==> src/rtl/constrained_rand_point_gen.sv <==
// Constrained random (X,Y) point generator.
// Two Galois LFSRs are sampled against independent inclusive ranges. Each axis
// latches its first in-range candidate. If an axis is still unlatched after
// MAX_TRIES search cycles, it is clamped to the nearest bound and Fallback is set.
// Results are handed over with a Req/Valid/Ack handshake.
//
// state  | meaning
// IDLE   | waiting for Req; outputs hold the last point, Valid low
// SEARCH | sampling LFSR candidates, LFSRs stepping every cycle
// DONE   | point presented with Valid high, waiting for Ack
module constrained_rand_point_gen #(
    parameter int unsigned    W          = 10,
    parameter logic [W-1:0]   TAPS       = 10'h240,
    parameter int unsigned    X_MIN      = 120,
    parameter int unsigned    X_MAX      = 520,
    parameter int unsigned    Y_MIN      = 48,
    parameter int unsigned    Y_MAX      = 448,
    parameter int unsigned    X_SEED_DEF = 1,
    parameter int unsigned    Y_SEED_DEF = 2,
    parameter int unsigned    MAX_TRIES  = 16
) (
    input  logic         Clk,
    input  logic         Reset_n,
    input  logic         Seed_load,
    input  logic [W-1:0] X_seed,
    input  logic [W-1:0] Y_seed,
    input  logic         Req,
    input  logic         Ack,
    output logic         Valid,
    output logic [W-1:0] X_rand,
    output logic [W-1:0] Y_rand,
    output logic         Fallback,
    output logic         Busy
);

    localparam int unsigned TW = (MAX_TRIES > 1) ? $clog2(MAX_TRIES) : 1;

    localparam logic [W-1:0]  XMIN     = W'(X_MIN);
    localparam logic [W-1:0]  XMAX     = W'(X_MAX);
    localparam logic [W-1:0]  YMIN     = W'(Y_MIN);
    localparam logic [W-1:0]  YMAX     = W'(Y_MAX);
    localparam logic [W-1:0]  XSEED    = W'(X_SEED_DEF);
    localparam logic [W-1:0]  YSEED    = W'(Y_SEED_DEF);
    localparam logic [TW-1:0] TRY_LAST = TW'(MAX_TRIES - 1);

    // Reject parameter sets that would need wrap-around or could lock up an LFSR.
    if (X_MAX >= (2 ** W) || Y_MAX >= (2 ** W)) begin : g_bad_max
        $error("constrained_rand_point_gen: X_MAX/Y_MAX must be below 2^W");
    end
    if (X_MIN > X_MAX || Y_MIN > Y_MAX) begin : g_bad_range
        $error("constrained_rand_point_gen: MIN must not exceed MAX");
    end
    if (X_SEED_DEF == 0 || Y_SEED_DEF == 0 ||
        X_SEED_DEF >= (2 ** W) || Y_SEED_DEF >= (2 ** W)) begin : g_bad_seed
        $error("constrained_rand_point_gen: default seeds must be non-zero and fit in W bits");
    end
    if (MAX_TRIES < 1) begin : g_bad_tries
        $error("constrained_rand_point_gen: MAX_TRIES must be at least 1");
    end

    typedef enum logic [1:0] {
        S_IDLE   = 2'd0,
        S_SEARCH = 2'd1,
        S_DONE   = 2'd2
    } state_t;

    state_t        state_q, state_d;
    logic [W-1:0]  lfsr_x_q, lfsr_x_d;
    logic [W-1:0]  lfsr_y_q, lfsr_y_d;
    logic [W-1:0]  x_rand_q, x_rand_d;
    logic [W-1:0]  y_rand_q, y_rand_d;
    logic          fallback_q, fallback_d;
    logic          x_lat_q, x_lat_d;
    logic          y_lat_q, y_lat_d;
    logic [TW-1:0] try_q, try_d;

    logic x_in, y_in, both_done, last_try, start;

    function automatic logic [W-1:0] lfsr_step(input logic [W-1:0] s);
        return s[0] ? ((s >> 1) ^ TAPS) : (s >> 1);
    endfunction

    // Candidate qualification against the inclusive ranges.
    always_comb begin
        x_in      = (lfsr_x_q >= XMIN) && (lfsr_x_q <= XMAX);
        y_in      = (lfsr_y_q >= YMIN) && (lfsr_y_q <= YMAX);
        both_done = (x_lat_q || x_in) && (y_lat_q || y_in);
        last_try  = (try_q == TRY_LAST);
        start     = ((state_q == S_IDLE) && Req) || ((state_q == S_DONE) && Ack && Req);
    end

    // State register.
    always_ff @(posedge Clk or negedge Reset_n) begin
        if (!Reset_n) begin
            state_q <= S_IDLE;
        end else begin
            state_q <= state_d;
        end
    end

    // Next-state logic; seed loading overrides everything.
    always_comb begin
        state_d = state_q;
        if (Seed_load) begin
            state_d = S_IDLE;
        end else begin
            case (state_q)
                S_IDLE:   if (Req) state_d = S_SEARCH;
                S_SEARCH: if (both_done || last_try) state_d = S_DONE;
                S_DONE:   if (Ack) state_d = Req ? S_SEARCH : S_IDLE;
                default:  state_d = S_IDLE;
            endcase
        end
    end

    // Status outputs decoded from the state.
    always_comb begin
        Busy  = (state_q == S_SEARCH);
        Valid = (state_q == S_DONE);
    end

    // Datapath next values: LFSR stepping, per-axis latching, clamp fallback.
    always_comb begin
        lfsr_x_d   = lfsr_x_q;
        lfsr_y_d   = lfsr_y_q;
        x_rand_d   = x_rand_q;
        y_rand_d   = y_rand_q;
        fallback_d = fallback_q;
        x_lat_d    = x_lat_q;
        y_lat_d    = y_lat_q;
        try_d      = try_q;
        if (Seed_load) begin
            lfsr_x_d   = (X_seed == '0) ? W'(1) : X_seed;
            lfsr_y_d   = (Y_seed == '0) ? W'(1) : Y_seed;
            fallback_d = 1'b0;
            x_lat_d    = 1'b0;
            y_lat_d    = 1'b0;
            try_d      = '0;
        end else if (start) begin
            fallback_d = 1'b0;
            x_lat_d    = 1'b0;
            y_lat_d    = 1'b0;
            try_d      = '0;
        end else if (state_q == S_SEARCH) begin
            lfsr_x_d = lfsr_step(lfsr_x_q);
            lfsr_y_d = lfsr_step(lfsr_y_q);
            if (!x_lat_q && x_in) begin
                x_rand_d = lfsr_x_q;
                x_lat_d  = 1'b1;
            end
            if (!y_lat_q && y_in) begin
                y_rand_d = lfsr_y_q;
                y_lat_d  = 1'b1;
            end
            if (!both_done) begin
                if (last_try) begin
                    // Out-of-range unlatched axes snap to the nearer bound.
                    if (!x_lat_q && !x_in) begin
                        x_rand_d = (lfsr_x_q < XMIN) ? XMIN : XMAX;
                        x_lat_d  = 1'b1;
                    end
                    if (!y_lat_q && !y_in) begin
                        y_rand_d = (lfsr_y_q < YMIN) ? YMIN : YMAX;
                        y_lat_d  = 1'b1;
                    end
                    fallback_d = 1'b1;
                end else begin
                    try_d = try_q + TW'(1);
                end
            end
        end else if (state_q == S_DONE && Ack) begin
            fallback_d = 1'b0;
        end
    end

    // Datapath registers.
    always_ff @(posedge Clk or negedge Reset_n) begin
        if (!Reset_n) begin
            lfsr_x_q   <= XSEED;
            lfsr_y_q   <= YSEED;
            x_rand_q   <= '0;
            y_rand_q   <= '0;
            fallback_q <= 1'b0;
            x_lat_q    <= 1'b0;
            y_lat_q    <= 1'b0;
            try_q      <= '0;
        end else begin
            lfsr_x_q   <= lfsr_x_d;
            lfsr_y_q   <= lfsr_y_d;
            x_rand_q   <= x_rand_d;
            y_rand_q   <= y_rand_d;
            fallback_q <= fallback_d;
            x_lat_q    <= x_lat_d;
            y_lat_q    <= y_lat_d;
            try_q      <= try_d;
        end
    end

    assign X_rand   = x_rand_q;
    assign Y_rand   = y_rand_q;
    assign Fallback = fallback_q;

endmodule

==> config.mk <==
export PLATFORM = sky130hd
export DESIGN_NAME = constrained_rand_point_gen
export DESIGN_NICKNAME = d
export VERILOG_FILES = /design/src/rtl/constrained_rand_point_gen.sv
export SDC_FILE = /design/constraint.sdc
export NUM_CORES = 1
export LEC_CHECK = 0
export ABC_AREA = 1
export CAP_MARGIN = 25
export CORE_MARGIN = 10
export CORE_UTILIZATION = 52
export CTS_CLUSTER_DIAMETER = 120
export DETAILED_ROUTE_END_ITERATION = 6
export PLACE_DENSITY_LB_ADDON = 0.15
export SYNTH_ARGS = -nofsm -noshare
export SYNTH_HDL_FRONTEND = slang
export SYNTH_SLANG_ARGS = --single-unit
==> constraint.sdc <==
create_clock -name Clk -period 1.6 [get_ports Clk]
set_input_delay 0.24 -clock Clk [delete_from_list [all_inputs] [get_ports Clk]]
set_output_delay 0.24 -clock Clk [all_outputs]
set_load 0.02 [all_outputs]
==> run_results.csv <==
group,metric,value,unit
setup_path,critPathLaunch,"lfsr_x_q[0]$_DFFE_PN1P_",
clock_network,cts_sinks,49,
final_layout,drive_gt1_share,26.98,%
pwr,p_per_area,1381,nW/um^2
global_routing,grt_pass1_vias,2438,
clock_network,cts_max_path_buffers,2,
timing,slew_viol_final,0,
timing,post-route-period-util,99.11,%
timing,final.min_clock_period,1.586,ns
min_path,hold_class,"input pin to async pin",
logic_synthesis,postSynth.asyncResetShare,100.0,%
pwr,p_seq_share,36.2,%
timing,skew,0.006106,ns
timing,holdWs,0.4346,ns
job,maxCapViolCount,0,
setup_path,r2r_slack,0.01,ns
global_routing,grt_overflow,0,
timing,worst_pin_slew,0.3647,ns
final_layout,fillers,369,
setup_path,critPathArrivalTime,1.82,ns
logic_synthesis,ys.warnings.count,0,
clock_network,cts_root_buffer,"clkbuf_8",
final_layout,num-nets-final,429,
pwr,p_leak,1.838,nW
floorplan,dieWidth,90.97,microns
routing,drtIter0Drc,148,
routing,route.detailed.wl_per_inst,15.86,microns
logic_synthesis,synth_area,2619,sq um
routing,drt_pass1_iterations,4,
placement,place_congestion,0.8953,
floorplan,core-area,4817,sq um
logic_synthesis,synthCells,318,
logic_synthesis,synth_cell_types,36,
global_routing,grt_pass1_wl,11.50,mm
timing,fmax,630.6,MHz
timing,setup_viol,0,
setup_path,rr_startpoint,"lfsr_x_q[0]$_DFFE_PN1P_",
final_layout,multi_input_area,1289,sq um
pwr,switchingPower,1.987,mW
run_status,status,"completed",
setup_path,crit_path_start_kind,"flip-flop",
routing,dr_total_vias,2556,
setup_path,crit_path_end_kind,"flip-flop",
final_layout,utilization,77.74,%
logic_synthesis,ys_ff_latch,49,
global_routing,antenna_found_initial,0,
setup_path,crit_end,"try_q[3]$_DFFE_PN0P_",
setup_path,required,1.84,ns
placement,placedCellCount,447,
clock_network,htree_levels,2,
pwr,finalPower,5.171,mW
timing,grt_setup_unrepaired,"yes",
setup_path,r2r.worst_path.cells,10,
floorplan,die_y,90.97,microns
placement,place_hpwl,5.040,mm
logic_synthesis,ys_seq_area_share,46.92,%
pwr,sw_frac_of_total,38.44,%
routing,drt-total-wl,7.469,mm
pwr,vdd_ir_drop_max,0.8398,mV
clock_network,cts_buffers,5,
clock_network,cts_tree,"yes",
logic_synthesis,synth_edf_count,0,
final_layout,final_cells,471,
placement,port_buffers,47,
pwr,p_int,3.183,mW
pwr,clockPowerShare,18.4,%
routing,antenna_left,0,
routing,drc,0,
pwr,pwr-share-comb,45.4,%
setup_path,crit_fanout,6,
logic_synthesis,ys.flop_type,"dfrtp_1",
timing,setup_tns,0,ns
timing,worst_slack,0.01425,ns
global_routing,grt_use_total,16.47,%
global_routing,grt_max_degree,50,
floorplan,start_util,54.36,%
placement,dp_slack,-0.1185,ns
logic_synthesis,syn_avg_cell_area,8.235,sq um
floorplan,core.rowCount,25,
floorplan,io_pins,48,
routing,routed_via_density,5.427,
setup_path,rr_endpoint,"try_q[3]$_DFFE_PN0P_",
clock_network,clock_latency,0.31,ns
clock_network,path_clk_slew,0.10,ns
timing,finalHoldViolCount,0,
placement,postPlaceCellArea,3322,sq um
final_layout,syn2layout_area_growth,43.00,%
floorplan,die_area,8275,sq um
final_layout,regArea,1231,sq um
final_layout,finish.instance_area,3745,sq um
setup_path,critical_path_class,"flip-flop to flip-flop",
final_layout,diodes,0,
timing,slew_headroom,75.61,%
logic_synthesis,syn_nets,344,
[cells in the mapped netlist (all sizes together), types with 3 or more instances]
master | count | area [sq um]
nand2 | 76 | 310.3
inv | 54 | 202.7
dfrtp | 47 | 1176
nand3 | 29 | 195.2
nor2 | 26 | 137.6
o21ai | 20 | 103.9
a21oi | 17 | 85.08
o221ai | 8 | 70.07
o22ai | 7 | 43.79
buf | 6 | 45.04
nand4 | 4 | 25.02
a221oi | 3 | 26.28
nor4 | 3 | 18.77
o211ai | 3 | 27.52
[how the worst min path moves through the flow]
| stage | from | end | slack, ns | depth (start not counted) |
|---|---|---|---|---|
| 6_report | Reset_n | Y_rand[2]$_DFFE_PN0P_ | 0.43 | 3 |
| 5_1_grt | Reset_n | Y_rand[1]$_DFFE_PN0P_ | 0.45 | 3 |
| 4_1_cts | Reset_n | X_rand[9]$_DFFE_PN0P_ | 0.45 | 3 |
| 3_5_place_dp | Reset_n | Y_rand[3]$_DFFE_PN0P_ | 0.25 | 2 |
| 3_3_place_gp | Reset_n | Y_rand[3]$_DFFE_PN0P_ | 0.25 | 2 |
| 2_1_floorplan | Reset_n | Fallback$_DFFE_PN0P_ | -0.06 | 0 |
[sequential cells by signal, summed over array words and instances, names as in the netlist]
signal    flops
Y_rand       10
lfsr_y_q     10
x_lat_q       1
state_q       2
y_lat_q       1
lfsr_x_q     10
try_q         4
X_rand       10
Fallback      1
[cells in the final DEF, fill, tap and decap left out, drive strengths merged, types with 2 or more instances in the layout]
master	n
a21boi	2
a21oi	17
a221oi	3
a22oi	2
buf	38
clkbuf	6
clkdlybuf4s50	43
dfrtp	47
dfstp	2
inv	54
nand2	76
nand3	29
nand4	4
nor2	26
nor4	3
o211ai	3
o21ai	20
o221ai	8
o22ai	7
or2	2
xor2	2
[area by class of cell]
type	count	area share (%)
multi-input combinational	208	34.41
timing repair buffer	85	21.58
sequential	49	32.88
tap	67	2.239
clock buffer	6	2.205
clock inverter	2	1.002
inverter	54	5.680
[kinds of logic after synthesis]
kind of cell / count (synthesis) / share of synthesized area, %
compound gates: 63 / 15.00
buf+inv: 61 / 9.603
simple gates: 141 / 26.99
flops: 49 / 46.92
fa+ha+maj: 1 / 0.4777
xor+xnor: 3 / 1.004
[power groups by stage]
| stage | logic, mW | registers [mW] | clock network (mW) |
|---|---|---|---|
| global route | 2.56 | 1.92 | 1.01 |
| floorplan | 0.885 | 2.15 | 0 |
| finish | 2.35 | 1.87 | 0.953 |
| detailed placement | 2.09 | 1.88 | 0 |
| global placement | 2.06 | 1.87 | 0 |
| CTS | 2.10 | 1.86 | 0.955 |
[routing by layer]
metal	routed length (microns)	vias up	share of wire, %	track usage (%)
li1	-	1222	-	-
met1	3185	1222	43	21.13
met2	3687	100	49	26.91
met3	487	12	6.5	4.444
met4	110	0	1.5	4.047
met5	0	-	0	0
[repair_timing]
item	4_1_cts	5_1_grt
hold endpoints to repair	47	0
resized for setup	3	46
setup endpoints to repair	2	28
hold buffers	1	0
setup buffers	0	15
pin swaps	0	13
[critical path, stage by stage, from the launching register on]
cell,delay (ns)
dfstp_2,0.56
inv_2,0.06
nand3_2,0.06
nand2_1,0.06
nand2_1,0.10
nand2_2,0.10
nand2_4,0.10
nand3_4,0.09
nand2_4,0.13
nand3_1,0.11
a21oi_1,0.15
No activity file was read; power rests on OpenSTA's default activity.
